`src/rtl/pc_fetch.sv`:
```
// Program counter and next-PC select for the single-cycle MIPS fetch stage.
// Latency: a redirect presented in cycle N is on Address in cycle N+1, with no bubbles.
// Backpressure: stall=1 freezes PC, state and counter; HALT/FAULT freeze everything until reset.
//
// Ports:
//   clock, reset        - rising-edge clock; synchronous active-low reset
//   stall               - hold all state this cycle
//   instr               - instruction fetched from Address (checked for the halt encoding)
//   branch_taken/imm    - PC-relative branch, offset in words
//   jump/jump_index     - J/JAL pseudo-direct target
//   jump_reg/reg_target - JR target taken verbatim
//   Address, pc_plus4   - current PC and PC+4 (combinational)
//   halted, fault       - registered state flags
//   instr_count         - saturating retired-instruction counter
module pc_fetch #(
  parameter int                  WIDTH     = 32,
  parameter logic [WIDTH-1:0]    RESET_PC  = 32'h00000000,
  parameter int                  MEM_WORDS = 64,
  parameter logic [WIDTH-1:0]    HALT_WORD = 32'hFC000000,
  parameter int                  CNT_WIDTH = 16
) (
  input  logic                 clock,
  input  logic                 reset,
  input  logic                 stall,
  input  logic [WIDTH-1:0]     instr,
  input  logic                 branch_taken,
  input  logic [15:0]          branch_imm,
  input  logic                 jump,
  input  logic [25:0]          jump_index,
  input  logic                 jump_reg,
  input  logic [WIDTH-1:0]     reg_target,
  output logic [WIDTH-1:0]     Address,
  output logic [WIDTH-1:0]     pc_plus4,
  output logic                 halted,
  output logic                 fault,
  output logic [CNT_WIDTH-1:0] instr_count
);

  typedef enum logic [1:0] {
    ST_RUN   = 2'd0,
    ST_HALT  = 2'd1,
    ST_FAULT = 2'd2
  } state_t;

  // First byte address past the end of instruction memory.
  localparam logic [WIDTH-1:0] PC_LIMIT = WIDTH'(MEM_WORDS) << 2;

  state_t               state_q, state_d;
  logic [WIDTH-1:0]     addr_q, addr_d;
  logic [CNT_WIDTH-1:0] cnt_q, cnt_d;
  logic                 halted_q, halted_d;
  logic                 fault_q, fault_d;

  logic [WIDTH-1:0]     branch_tgt;
  logic [WIDTH-1:0]     jump_tgt;
  logic [WIDTH-1:0]     next_pc;
  logic [CNT_WIDTH-1:0] cnt_inc;

  assign pc_plus4   = addr_q + WIDTH'(4);
  // Word offset sign-extended and scaled to bytes in one concatenation.
  assign branch_tgt = pc_plus4 + {{(WIDTH-18){branch_imm[15]}}, branch_imm, 2'b00};
  // Pseudo-direct jump keeps the top nibble of the sequential PC.
  assign jump_tgt   = {pc_plus4[WIDTH-1:28], jump_index, 2'b00};
  assign cnt_inc    = (cnt_q == '1) ? cnt_q : cnt_q + CNT_WIDTH'(1);

  always_comb begin
    next_pc = pc_plus4;
    if (jump_reg) begin
      next_pc = reg_target;
    end else if (jump) begin
      next_pc = jump_tgt;
    end else if (branch_taken) begin
      next_pc = branch_tgt;
    end
  end

  always_comb begin
    state_d  = state_q;
    addr_d   = addr_q;
    cnt_d    = cnt_q;
    halted_d = halted_q;
    fault_d  = fault_q;
    if (state_q == ST_RUN && !stall) begin
      if (instr == HALT_WORD) begin
        // Halt retires but does not advance, so Address rests on the halt word.
        state_d  = ST_HALT;
        halted_d = 1'b1;
        cnt_d    = cnt_inc;
      end else if (next_pc[1:0] != 2'b00 || next_pc >= PC_LIMIT) begin
        // Faulting instruction is not retired; Address keeps pointing at it.
        state_d = ST_FAULT;
        fault_d = 1'b1;
      end else begin
        addr_d = next_pc;
        cnt_d  = cnt_inc;
      end
    end
  end

  always_ff @(posedge clock) begin
    if (!reset) begin
      state_q  <= ST_RUN;
      addr_q   <= RESET_PC;
      cnt_q    <= '0;
      halted_q <= 1'b0;
      fault_q  <= 1'b0;
    end else begin
      state_q  <= state_d;
      addr_q   <= addr_d;
      cnt_q    <= cnt_d;
      halted_q <= halted_d;
      fault_q  <= fault_d;
    end
  end

  assign Address     = addr_q;
  assign halted      = halted_q;
  assign fault       = fault_q;
  assign instr_count = cnt_q;

endmodule
```
`config.mk`:
```
export PLATFORM = sky130hd
export DESIGN_NAME = pc_fetch
export DESIGN_NICKNAME = d
export VERILOG_FILES = /design/src/rtl/pc_fetch.sv
export SDC_FILE = /design/constraint.sdc
export NUM_CORES = 1
export LEC_CHECK = 0
export ABC_AREA = 1
export BUFFER_PORTS_ARGS = -buffer_cell sky130_fd_sc_hd__buf_4
export CORE_ASPECT_RATIO = 0.9
export CORE_MARGIN = 2
export CORE_UTILIZATION = 30
export CTS_BUF_LIST = sky130_fd_sc_hd__clkbuf_8 sky130_fd_sc_hd__clkbuf_16
export DETAILED_ROUTE_END_ITERATION = 10
export PLACE_DENSITY_LB_ADDON = 0.05
export SLEW_MARGIN = 20
export SYNTH_ARGS = -nofsm -noshare
export SYNTH_HDL_FRONTEND = slang
export SYNTH_SLANG_ARGS = --single-unit
```
`constraint.sdc`:
```
create_clock -name clock -period 7.8 [get_ports clock]
set_input_delay 0 -clock clock [delete_from_list [all_inputs] [get_ports clock]]
set_output_delay 0 -clock clock [all_outputs]
set_load 0.03 [all_outputs]
```
==> results of run 1 <==
## metal layers
metal  share of wire (%)  up-vias  track usage (%)
met2                  42      280             36.3
met1                  49     3247             34.5
met3                 7.5       28             4.66
li1                    -     3854                -
met4                 1.9        0             4.82
met5                   0        -                0
## cell usage in the layout (no fill, tap or decap), types with 28 or more instances in the layout
cell     count
a21oi_1     91
dfxtp_1     52
nand3_1    104
nor2_1     131
ha_1        32
buf_4      194
inv_1      162
o21ai_0     28
nand2_1    343
## critical path, delay by kind of cell, from the launching register on
kind / cells / cell delay [ns]
simple gates: 23 / 3.26
flops: 1 / 0.56
buf+inv: 4 / 0.37
fa+ha+maj: 2 / 0.68
compound gates: 1 / 0.08
## flip-flops by register name, summed over array words and instances, names as in the netlist
register,cells
state_q,2
instr_count,16
Address,32
fault,1
halted,1
## cell usage after synthesis (all sizes together)
cell / instances / area [um2]
o31ai: 2 / 15.0
mux2i: 4 / 40.0
xnor2: 8 / 70.1
nor4: 5 / 31.3
nor3b: 1 / 7.51
o21ai: 31 / 155
or4: 2 / 15.0
fa: 1 / 20.0
or2: 5 / 31.3
nand3: 105 / 531
a21oi: 91 / 455
nand2: 351 / 1340
nand4: 15 / 100
nor2: 136 / 528
and3: 2 / 12.5
ha: 32 / 400
a21o: 1 / 7.51
clkbuf: 15 / 66.3
inv: 165 / 619
buf: 11 / 103
a21boi: 2 / 18.8
a41oi: 1 / 8.76
xor2: 22 / 193
dfxtp: 52 / 1040
nor3: 25 / 146
o221ai: 2 / 17.5
clkinv: 2 / 7.51
and2: 5 / 31.3
o21bai: 3 / 22.5
nand3b: 3 / 22.5
nand2b: 1 / 6.26
## worst paths after layout
check	from	to	depth (start not counted)
setup reg to reg	Address[2]	Address[25]	30
setup / recovery	Address[2]	Address[25]	30
hold reg to reg	state_q[0]	state_q[0]	2
hold / removal	reset	Address[7]	3
## cell families (layout without fill, tap and decap cells)
kind of cell	after synthesis	count (layout)
AND/OR/NAND/NOR	656	656
buffers and inverters	193	369
AO/OA/AOI/OAI	133	133
flip-flops	52	52
adder cells (fa/ha/maj)	33	33
XOR/XNOR	30	30
multiplexers	4	4
## final cells by class
cell class                 instances  area (um2)  area share, %
timing repair buffer             194        1460           18.6
clock buffer                       6         139           1.78
tap                              255         319           4.08
multi-input combinational        856        4230           54.1
inverter                         167         627           8.01
sequential                        52        1040           13.3
clock inverter                     2        10.0          0.128
## power groups by stage
stage / combinational [mW] / clock [mW] / sequential (mW)
detailed placement: 0.158 / 0 / 0.273
CTS: 0.158 / 0.238 / 0.267
floorplan: 0.0811 / 0 / 0.274
global route: 0.176 / 0.247 / 0.267
global placement: 0.158 / 0 / 0.273
finish: 0.159 / 0.232 / 0.267
==> results.md, run 1 <==
* Outcome: completed
* CORE AREA at between 15,000 and 20,000 um2
* Hold Crit Class: input port to register
* Layout Skew at roughly 0.011 ns
* DP Cell Count at between 1,500 and 2,000
* Vert. Die Dim at about 140 um
* Post-cts sizing count at 0
* Max Fclk at slightly below 200 MHz
* Main combinational cell family by area after synthesis: simple AND/OR/NAND/NOR gates
* GRT Total Usage at between 20% and 30%
* Vias per inst at 4.84
* Final instance area at about 8000 um2
* Clk sinks at between 50 and 60
* Tot Pwr at ~0.66 mW
* Sw power at about 0.2 mW
* Synth Area in XOR/XNOR at under 10%
* Post-detail-place hpwl at roughly 22,000 um
* Io pins at ~190
* Critical Path Max Stage Delay at about 0.56 ns
* # setup viols final at 0
* CP Launch Type: register
* Cell Area, Placed at between 7000 and 8000 um2
* CP Max Fanout at 33
* Core Util, Final at between 30% and 40%
* RSZ-0062 raised after global routing: no
* Syn_area_per_cell at approximately 5.5 um2
* Net Sw Frac at between 20% and 30%
* Hold WS at approximately 0.022 ns
* CP arrival at approximately 5.3 ns
* Crit share post-route at between 60% and 70%
* Fin. max-slew vios at 0
* Initial antenna violation count at 0
* Die area at ~21,000 um2
* Share of cells above drive strength 1 at between 10% and 20%
* Post-synthesis mux area share at 0.660%
* Post-route minimum period at 5.10 ns
* Cts hold-fix bufs at 0
* Critical path's slowest cell: dfxtp_1
* Drt initial violations at 544
* CTS H-Tree Depth at 2
* Drt drc at 0
* Power Dens Cells at 84.0 nW/um2
* Post-synthesis sequential area ratio at about 17%
* Compound-cell area share of the yosys netlist at a little under an eighth
* Final net count at 1,421
* Leakage at between 4 and 5 nW
* CTS tree: built
* Layout area overhead at 28.9%
* First-pass DRT Iterations at 5
* Antenna viol nets, final at 0
* Post-synthesis cell area at between 6000 and 7000 um2
* Final cell count without fillers at 1,532
* # Post-CTS Setup Buffers at 0
* Number of global-route vias before repair at between 7,000 and 8,000
* Filler cells at 2,273
* CTS Root Cell: clkbuf_16
* Kind of critical path: register to register
* VDD IR max at 81.8 uV
* Pint at 0.461 mW
* Post-Synth Adder-Cell Area at under 10%
* Combinational fraction of design power at 24.2%
* Detailed Route WL at 25,800 um
* Place WS at about 2.8 ns
* Avg WL per Cell at ~17 um
* Setup TNS at 0 ns
* Worst-path clk slew at about 0.070 ns
* Synthesized instance count at approximately 1,100
* Largest net degree at the start of global routing at 50
* Cell variety after synth at between 40 and 50
* Clock latency on the worst-skew pair at 0.30 ns
* First-pass GRT wire length at ~40,000 um
* Gp weighted congestion at around 0.9
* Port bufs at approximately 190
* Diode count at 0
* TritonCTS Buffers at 5
* Die width at between 150 and 200 um
* CP required at 7.95 ns
* Starting Density at a little over 30%
* Clock Path Buffers at 2
* Global route overflow at 0
* Total of max-cap violations at 0
* Net Count, Synth at 1,246
* Rel. slew slack at just under 40%
* Most used cell, CP: nand2_1
* Row Count at 49
* Worst setup margin at about 2.7 ns
* Worst-Margin Slew at about 0.9 ns
* R2r setup slk at 2.70 ns
* Synth Register Bits at between 50 and 60
* Fin. Hold Viols at 0
* Simple-Gate Fraction of Synth Area at a little under half
* Endpoint class of the critical path: register
* Yosys warns at 0
* Clock power frac at 35.2%
* Sequential share of power at about two fifths
* Via count at between 7,000 and 8,000
(Power assumes the default switching activity.)
==> inputs of run 2 (changes only) <==
==> constraint.sdc (replaced) <==
create_clock -name clock -period 4.42 [get_ports clock]
set_input_delay 0 -clock clock [delete_from_list [all_inputs] [get_ports clock]]
set_output_delay 0 -clock clock [all_outputs]
set_load 0.03 [all_outputs]
==> run 2 against run 1 <==
Net effect: sequential cell count unchanged; die area did not move; clock skew fell by 0.0022 ns; core utilization grew 2.9 points; sequential power grew 76%; via count is 3.5% higher; final area increased by 7.4%; count of clock-buffer cells in the layout stayed put; critical path depth is 6 lower; largest power group unchanged.
==> results.md, run 2 (synthesized netlist as in run 1, its figures left out) <==
* Outcome: completed
* Setup TNS at 0 ns
* DP Cell Count at around 1,600
* Post-route minimum period at 4.20 ns
* CTS H-Tree Depth at 2
* First-pass DRT Iterations at 5
* Die area at between 20,000 and 25,000 um2
* Cts hold-fix bufs at 0
* Crit share post-route at 95.0%
* Layout area overhead at 38.5%
* Core Util, Final at between 40% and 50%
* Port bufs at between 150 and 200
* Place WS at -0.171 ns
* Initial antenna violation count at 0
* # Post-CTS Setup Buffers at 0
* CP required at about 4.6 ns
* Largest net degree at the start of global routing at 50
* Io pins at a little under 200
* CTS Root Cell: clkbuf_16
* Critical path's slowest cell: dfxtp_1
* TritonCTS Buffers at 5
* Leakage at ~4.4 nW
* Critical Path Max Stage Delay at 0.45 ns
* CTS tree: built
* Hold Crit Class: input port to register
* Max Fclk at approximately 240 MHz
* Global route overflow at 0
* Drt drc at 0
* VDD IR max at approximately 190 uV
* Worst-path clk slew at approximately 0.07 ns
* Clock latency on the worst-skew pair at just under 0.3 ns
* Share of cells above drive strength 1 at 24.0%
* Final cell count without fillers at about 1,600
* Vias per inst at approximately 5
* Rel. slew slack at a little under half
* Power Dens Cells at approximately 140 nW/um2
* Drt initial violations at 526
* Clk sinks at 52
* Row Count at 49
* CP bufs+invs at 2
* Most common cell after layout, fill and taps aside: nand2_1
* Endpoint class of the critical path: register
* Fin. max-slew vios at 0
* Gp weighted congestion at between 0.8 and 0.9
* Worst-Margin Slew at approximately 0.8 ns
* Hold WS at about 0.0040 ns
* GRT Total Usage at between 20% and 30%
* First-pass GRT wire length at approximately 40,000 um
* Max FFs per register at 32
* Final net count at ~1,500
* CP top delay family: simple AND/OR/NAND/NOR gates
* Layout Skew at between 0.008 and 0.009 ns
* Clock Path Buffers at 2
* CP Cell Sequence: nand2_1 > nor2_1 > nand2_1 > nor2_1 > nand2_1 > xor2_2 > inv_1 > ha_1 > nand2_1 > nor4_4 > nand3_1 > nand4_1 > nand3_1 > nand3_1 > nand2_1 > nor2_2 > nand2_1 > nor2_2 > nand2_2 > nor2_4 > nand2_4 > nand2_2 > buf_12 > a21oi_1
* Via count at between 7,000 and 8,000
* Die width at approximately 150 um
* CP Launch Type: register
* # setup viols final at 0
* Vert. Die Dim at 139 um
* Detailed Route WL at approximately 26,000 um
* Diode count at 0
* Most used cell, CP: nand2_1
* CORE AREA at around 20,000 um2
* CP arrival at ~4.4 ns
* Antenna viol nets, final at 0
* Post-detail-place hpwl at roughly 22,000 um
* Starting Density at a little under a third
* Fin. Hold Viols at 0
* Avg WL per Cell at approximately 17 um
* Total of max-cap violations at 0
* Most frequent cells in the layout: nand2_1, buf_4, inv_1
* CP Max Fanout at 23
* Number of global-route vias before repair at about 7,300
* Kind of critical path: register to register
* Worst setup margin at 0.220 ns
==> run 2: cell types whose count changed in the layout (fill, tap and decap cells not counted), moves of 6 or more <==
cell / previous run / this run
buf_4: 194 / 237
dfxtp_1: 52 / 44
dfxtp_2: 0 / 6
nor2_1: 131 / 122
nor2_2: 4 / 12
nor3_1: 22 / 14
nor3_2: 2 / 8
==> run 2: metrics by stage <==
step           power [mW]  cell area [um2]
2_1_floorplan       0.626             6070
3_3_place_gp        0.767             8040
3_5_place_dp        0.766             8040
4_1_cts              1.18             8200
5_1_grt              1.23             8400
6_report             1.16             8400
==> run 2: worst paths after layout <==
path               start           to  slack, ns  depth (start not counted)
max          Address[12]  Address[30]       0.22                         24
min                reset   Address[6]      0.004                          3
max reg2reg  Address[12]  Address[30]       0.22                         24
min reg2reg       halted       halted       0.46                          2
==> run 2: tightest hold or removal path, stage by stage <==
cell	delay [ns]
buf_4	0.16
nand2_1	0.07
nor2_1	0.03
==> run 2: layout make-up <==
cell class	count	area, um2
flip-flops and latches	52	1060
fillers	2229	11500
clock buffers	6	139
inverters	167	627
well taps	255	319
multi-input cells	856	4430
clock inverters	2	11.3
repair buffers	239	1820
==> run 2: per-layer routing <==
| metal | global-route usage [%] | share of wire, % |
|---|---|---|
| met5 | 0 | 0 |
| met4 | 3.79 | 1.5 |
| met3 | 3.69 | 6.9 |
| met2 | 39.0 | 44 |
| met1 | 34.3 | 48 |
==> run 2: what timing repair did <==
action,CTS,global route
pin swaps,0,2
gates resized for setup,4,51
setup endpoints to repair,50,50
==> run 2: where the power goes <==
part	switching, mW	internal, mW
clock	0.179	0.224
combinational	0.165	0.127
sequential	0.00101	0.468
